[src/rtl/ofm_drain.sv]
// Output drain below a systolic-array column: requantizes accumulated partial
// sums (round-half-up, saturate) into a small FIFO with a valid/ready output.
module ofm_drain #(
  parameter int OWIDTH  = 24,
  parameter int QWIDTH  = 8,
  parameter int DEPTH   = 4,
  parameter int SHIFT_W = 5
) (
  input  logic                      clk,
  input  logic                      rst,
  input  logic                      in_vld,
  input  logic signed [OWIDTH-1:0]  ofm,
  input  logic [SHIFT_W-1:0]        shift,
  output logic                      out_vld,
  input  logic                      out_rdy,
  output logic signed [QWIDTH-1:0]  out_data,
  output logic [$clog2(DEPTH):0]    count,
  output logic                      sat_flag,
  output logic                      drop_flag,
  input  logic                      flag_clr
);

  localparam int AW     = $clog2(DEPTH);
  localparam int CW     = AW + 1;
  localparam int QMAX_I = 2 ** (QWIDTH - 1) - 1;
  localparam int QMIN_I = -(2 ** (QWIDTH - 1));

  localparam logic signed [OWIDTH:0]   Q_MAX  = $signed((OWIDTH + 1)'(QMAX_I));
  localparam logic signed [OWIDTH:0]   Q_MIN  = $signed((OWIDTH + 1)'(QMIN_I));
  localparam logic [SHIFT_W-1:0]       SH_MAX = SHIFT_W'(OWIDTH - 1);
  localparam logic [CW-1:0]            FULL_C = CW'(DEPTH);

  // Stage 1 state
  logic                     s1_vld;
  logic signed [OWIDTH-1:0] s1_ofm;
  logic [SHIFT_W-1:0]       s1_sh;
  logic [SHIFT_W-1:0]       sh_eff;

  // Stage 2 state
  logic                     s2_vld;
  logic signed [QWIDTH-1:0] s2_data;

  // Requantization datapath
  logic signed [OWIDTH:0]   ext;
  logic signed [OWIDTH:0]   rnd;
  logic signed [OWIDTH:0]   sum;
  logic signed [OWIDTH:0]   rq;
  logic signed [QWIDTH-1:0] sat_val;
  logic                     sat_evt;

  // FIFO state and control
  logic signed [QWIDTH-1:0] mem [DEPTH];
  logic [AW-1:0]            wr_ptr;
  logic [AW-1:0]            rd_ptr;
  logic [AW-1:0]            rd_nxt;
  logic signed [QWIDTH-1:0] head_nxt;
  logic                     full;
  logic                     pop;
  logic                     push;
  logic                     drop;

  // Shift amounts past the sign bit carry no information; clamp them.
  assign sh_eff = (int'(shift) > OWIDTH - 1) ? SH_MAX : shift;

  // NOTE: every always_comb output gets a default first so no path leaves it unassigned (no latch).
  always_comb begin
    rnd = '0;
    if (s1_sh != '0) rnd = $signed({{OWIDTH{1'b0}}, 1'b1} << (s1_sh - 1'b1));
    ext = {s1_ofm[OWIDTH-1], s1_ofm};
    sum = ext + rnd;
    rq  = sum >>> s1_sh;
  end

  always_comb begin
    sat_val = rq[QWIDTH-1:0];
    sat_evt = 1'b0;
    if (rq > Q_MAX) begin
      sat_val = Q_MAX[QWIDTH-1:0];
      sat_evt = s1_vld;
    end else if (rq < Q_MIN) begin
      sat_val = Q_MIN[QWIDTH-1:0];
      sat_evt = s1_vld;
    end
  end

  assign full    = (count == FULL_C);
  assign out_vld = (count != '0);
  assign pop     = out_vld && out_rdy;
  assign push    = s2_vld && (!full || pop);
  assign drop    = s2_vld && full && !pop;
  assign rd_nxt  = pop ? rd_ptr + 1'b1 : rd_ptr;

  // Next head bypasses the write when the new tail is also the new head.
  assign head_nxt = (push && (wr_ptr == rd_nxt)) ? s2_data : mem[rd_nxt];

  // NOTE: sequential state uses non-blocking assignments so every register samples pre-edge values.
  always_ff @(posedge clk or posedge rst) begin
    if (rst) begin
      s1_vld    <= 1'b0;
      s1_ofm    <= '0;
      s1_sh     <= '0;
      s2_vld    <= 1'b0;
      s2_data   <= '0;
      wr_ptr    <= '0;
      rd_ptr    <= '0;
      count     <= '0;
      out_data  <= '0;
      sat_flag  <= 1'b0;
      drop_flag <= 1'b0;
    end else begin
      s1_vld <= in_vld;
      if (in_vld) begin
        s1_ofm <= ofm;
        s1_sh  <= sh_eff;
      end

      s2_vld <= s1_vld;
      if (s1_vld) s2_data <= sat_val;

      if (push) wr_ptr <= wr_ptr + 1'b1;
      rd_ptr   <= rd_nxt;
      out_data <= head_nxt;

      case ({push, pop})
        2'b10:   count <= count + 1'b1;
        2'b01:   count <= count - 1'b1;
        default: count <= count;
      endcase

      // A set event in the same cycle as flag_clr wins.
      if (sat_evt)       sat_flag <= 1'b1;
      else if (flag_clr) sat_flag <= 1'b0;

      if (drop)          drop_flag <= 1'b1;
      else if (flag_clr) drop_flag <= 1'b0;
    end
  end

  // NOTE: FIFO storage is not reset; count/pointers gate every read, so contents never leak.
  always_ff @(posedge clk) begin
    if (push) mem[wr_ptr] <= s2_data;
  end

endmodule

[config.mk]
export PLATFORM = sky130hd
export DESIGN_NAME = ofm_drain
export DESIGN_NICKNAME = d
export VERILOG_FILES = /design/src/rtl/ofm_drain.sv
export SDC_FILE = /design/constraint.sdc
export NUM_CORES = 1
export LEC_CHECK = 0
export CORE_ASPECT_RATIO = 1.4
export CORE_MARGIN = 5
export CORE_UTILIZATION = 50
export CTS_CLUSTER_DIAMETER = 60
export DETAILED_ROUTE_END_ITERATION = 16
export GPL_ROUTABILITY_DRIVEN = 0
export PLACE_DENSITY = 0.71
export SETUP_SLACK_MARGIN = 0.5
export SLEW_MARGIN = 40
export SYNTH_ARGS = -nofsm -noshare
export SYNTH_HDL_FRONTEND = slang
export SYNTH_SLANG_ARGS = --single-unit
[constraint.sdc]
create_clock -name clk -period 5.45 [get_ports clk]
set_input_delay 1.3625 -clock clk [delete_from_list [all_inputs] [get_ports clk]]
set_output_delay 1.3625 -clock clk [all_outputs]
set_load 0.03 [all_outputs]
==> summary.md <==
| Metric | Value |
|---|---|
| Crit path top cell by count | buf_4 |
| Final Max Tran Viols | 0 |
| FF+latch area | 0.002367 sq mm |
| EDFF count, synth | 32 |
| Synth cell types | 95 |
| Maximum VDD drop | 0.2753 mV |
| Worst-path clk slew | 0.07 ns |
| Nets | 899 |
| Worst-margin pin slew | 0.6462 ns |
| H-tree depth | 3 |
| Crit Path Class | reg -> reg |
| Final wirelength | 21700 um |
| CP Max Fanout | 11 |
| PwrDens | 338.4 mW/mm^2 |
| Drt via density | 6.522 |
| Hold Crit Class | reg -> reg |
| Final setup TNS | 0 ns |
| Async S/R FF share, synth | 63.64% |
| Die width | 111.3 um |
| RSZ-0062 raised after global routing | no |
| Ys flop type | dfrtp_1 |
| Sw Ratio | 38.85% |
| CP peak stage delay | 0.53 ns |
| Yosys warning count | 0 |
| First-pass DRT Iterations | 5 |
| Clock sinks | 88 |
| # port buffers | 47 |
| GRT Util Overall | 24.94% |
| Setup violators final | 0 |
| Fill cells | 1202 |
| Post-DP HPWL | 16120 um |
| Seq cells post-synth | 88 |
| First-pass GRT wire length | 34610 um |
| Fmax | 209.5 MHz |
| Vias in the first global route | 6906 |
| Worst clock skew | 0.009618 ns |
| Slew headroom | 56.87% |
| Die Ht | 151.8 um |
| Site row count | 51 |
| Mapped Area | 0.007182 sq mm |
| Initial antenna violation count | 0 |
| Worst-path cell chain | clkinv_1 > buf_4 > nand2_4 > nor2_1 > ha_1 > nand2_1 > a211o_1 > a21oi_4 > o31ai_4 > o21a_1 > buf_4 > xnor2_4 > a21boi_2 > mux4_2 > a2111oi_4 > nand4_1 > buf_4 > a31oi_1 > o31ai_1 |
| Remaining DRCs | 0 |
| TritonCTS clock tree | done |
| Setup WS pre-CTS | 0.4029 ns |
| Status | finished, final reports clean |
| Layout cells sized above 1 | 23.84% |
| Net Count, Synth | 829 |
| P_sw | 1.133 mW |
| Logic pwr share | 48.1% |
| Leak | 3.317 nW |
| WHS | 0.5075 ns |
| Pwr Total | 2.915 mW |
| Drt wl/cell | 21.19 um |
| Critical path arrival | 4.98 ns |
| P&R area growth vs syn | 19.97% |
| Beginning of the critical path | s1_sh[1]$_DFFE_PP0P_ |
| GRT overflow | 0 |
| WP data required | 5.66 ns |
| Family with the most delay on the worst path | compound AO/OA/AOI/OAI gates |
| Diodes inserted | 0 |
| ANT nets after route | 0 |
| Final hold viol count | 0 |
| Beginning of the worst hold path | s2_vld$_DFF_PP0_ |
| Syn Area/Cell | 9.400 sq um |
| Root Buffer Master | clkbuf_16 |
| CP Launch Type | flip-flop |
| Maximum root-to-sink buffer count | 2 |
| Internal | 1.783 mW |
| Mapped Cells | 764 |
| Die ar. | 0.01689 sq mm |
| Worst setup margin | 0.6767 ns |
| Sequential share of the synthesized area | 32.89% |
| Pin count of the biggest net entering global routing | 34 |
| Max-cap violations | 0 |
| Multi-input logic area | 0.004761 sq mm |
| Critical path capture point type | flip-flop |
| Post-layout minimum cycle time | 4.773 ns |
| Clk_lat worst skew | 0.34 ns |
| Core Area | 0.01404 sq mm |
| Critical Path Slowest Stage Cell | mux4_2 |
| Core Util, Final | 61.37% |
| Crit path buf inv count | 4 |
| Starting Density | 51.16% |
| Sequential share of power | 32.2% |
| Number of buffers created by CTS | 9 |
| RR Startpoint | s1_sh[1]$_DFFE_PP0P_ |
| IO Count | 48 |
| Period utilization | 87.58% |
| DRT iter0 DRCs | 514 |
| Clock power share | 19.7% |
| Vias | 6679 |
==> sequential cells by signal, summed over array words and instances (netlist names) <==
| register | count |
|---|---|
| s1_vld | 1 |
| s1_ofm | 24 |
| mem | 32 |
| drop_flag | 1 |
| wr_ptr | 2 |
| rd_ptr | 2 |
| out_data | 8 |
| sat_flag | 1 |
| s1_sh | 5 |
| s2_vld | 1 |
| s2_data | 8 |
| count | 3 |
==> power by group through the flow <==
stage / Combinational [mW] / Sequential [mW] / Clock (mW)
after global placement: 1.29 / 0.942 / 0
final: 1.40 / 0.940 / 0.574
after CTS: 1.34 / 0.940 / 0.585
after detailed placement: 1.33 / 0.951 / 0
after global routing: 1.50 / 0.957 / 0.613
after floorplan: 0.844 / 1.02 / 0
==> worst register-to-register path, delay by kind of cell (launching register included) <==
kind | cells | cell delay, ns
AO/OA/AOI/OAI | 8 | 1.68
buffers and inverters | 4 | 0.84
AND/OR/NAND/NOR | 4 | 0.53
multiplexers | 1 | 0.53
adder cells (fa/ha/maj) | 1 | 0.44
flip-flops | 1 | 0.38
XOR/XNOR | 1 | 0.22
==> cells in the mapped netlist (14+ instances only) <==
cell type  count  area (sq um)
mux2i_1       22         220.2
o21ai_0       32         160.2
inv_1         22         82.58
clkbuf_1      15         56.30
and2_1        14         87.58
ha_1          29         362.9
buf_2         16         80.08
nor2_1        73         274.0
mux4_2        16         360.4
xnor2_1       16         140.1
o211ai_1      21         157.7
a21oi_1       47         235.2
mux2_2        31         349.1
dfrtp_1       56          1401
nand2_1       78         292.8
nor3_1        18         90.09
edfxtp_1      32         960.9
==> through the flow <==
step / instances / cell area, sq um
3_5_place_dp: 991 / 7961
6_report: 1024 / 8616
3_3_place_gp: 991 / 7961
5_1_grt: 1024 / 8616
2_1_floorplan: 764 / 7182
4_1_cts: 1009 / 8278
==> layout by cell type (no fill, tap or decap), types with 23 or more instances in the layout <==
master           instances
edfxtp_1                32
dfrtp_1                 52
a21oi_1                 40
nor2_1                  68
mux2_2                  31
ha_1                    23
buf_4                   48
clkdlybuf4s50_1         46
o21ai_0                 31
nand2_1                 72
==> what timing repair did <==
| item | in CTS | in global routing |
|---|---|---|
| endpoints found under the hold margin | 0 | 0 |
| buffers inserted | 2 | 15 |
| gates resized for setup | 6 | 53 |
| hold buffers | 0 | 0 |
| setup endpoints to repair | 8 | 8 |
| pin swaps | 2 | 10 |
==> path summary, 6_finish.rpt <==
path,end,cells after the start,slack (ns)
setup reg to reg,s2_data[3]$_DFFE_PP0P_,19,0.68
max in group asynchronous,s1_sh[3]$_DFFE_PP0P_,3,3.23
setup / recovery,s2_data[3]$_DFFE_PP0P_,19,0.68
min in group asynchronous,s1_ofm[2]$_DFFE_PP0P_,2,1.36
hold / removal,drop_flag$_DFFE_PP0P_,1,0.51
hold reg to reg,drop_flag$_DFFE_PP0P_,1,0.51
==> area by class of cell <==
type | count | area share, %
well taps | 185 | 2.687
inverters | 26 | 1.162
flip-flops and latches | 88 | 27.48
clock inverters | 6 | 0.4938
clock buffers | 10 | 2.658
multi-input cells | 610 | 55.26
repair buffers | 99 | 10.27
==> routing by layer <==
layer  vias up  global-route usage (%)  wire, um
li1       3032                       -         -
met1      3194                   27.00      7723
met2       341                   44.78     11080
met3       112                   3.854      1316
met4         0                   16.00      1578
met5         -                       0         0
==> logic make-up after synthesis <==
group | after synthesis | synth area share [%]
XOR/XNOR | 31 | 4.687
multiplexers | 70 | 13.31
AND/OR/NAND/NOR | 252 | 16.81
buffers and inverters | 66 | 3.937
AO/OA/AOI/OAI | 226 | 22.75
flip-flops | 88 | 32.89
adder cells (fa/ha/maj) | 31 | 5.610
Note: power is estimated with default switching activity, not from simulation.
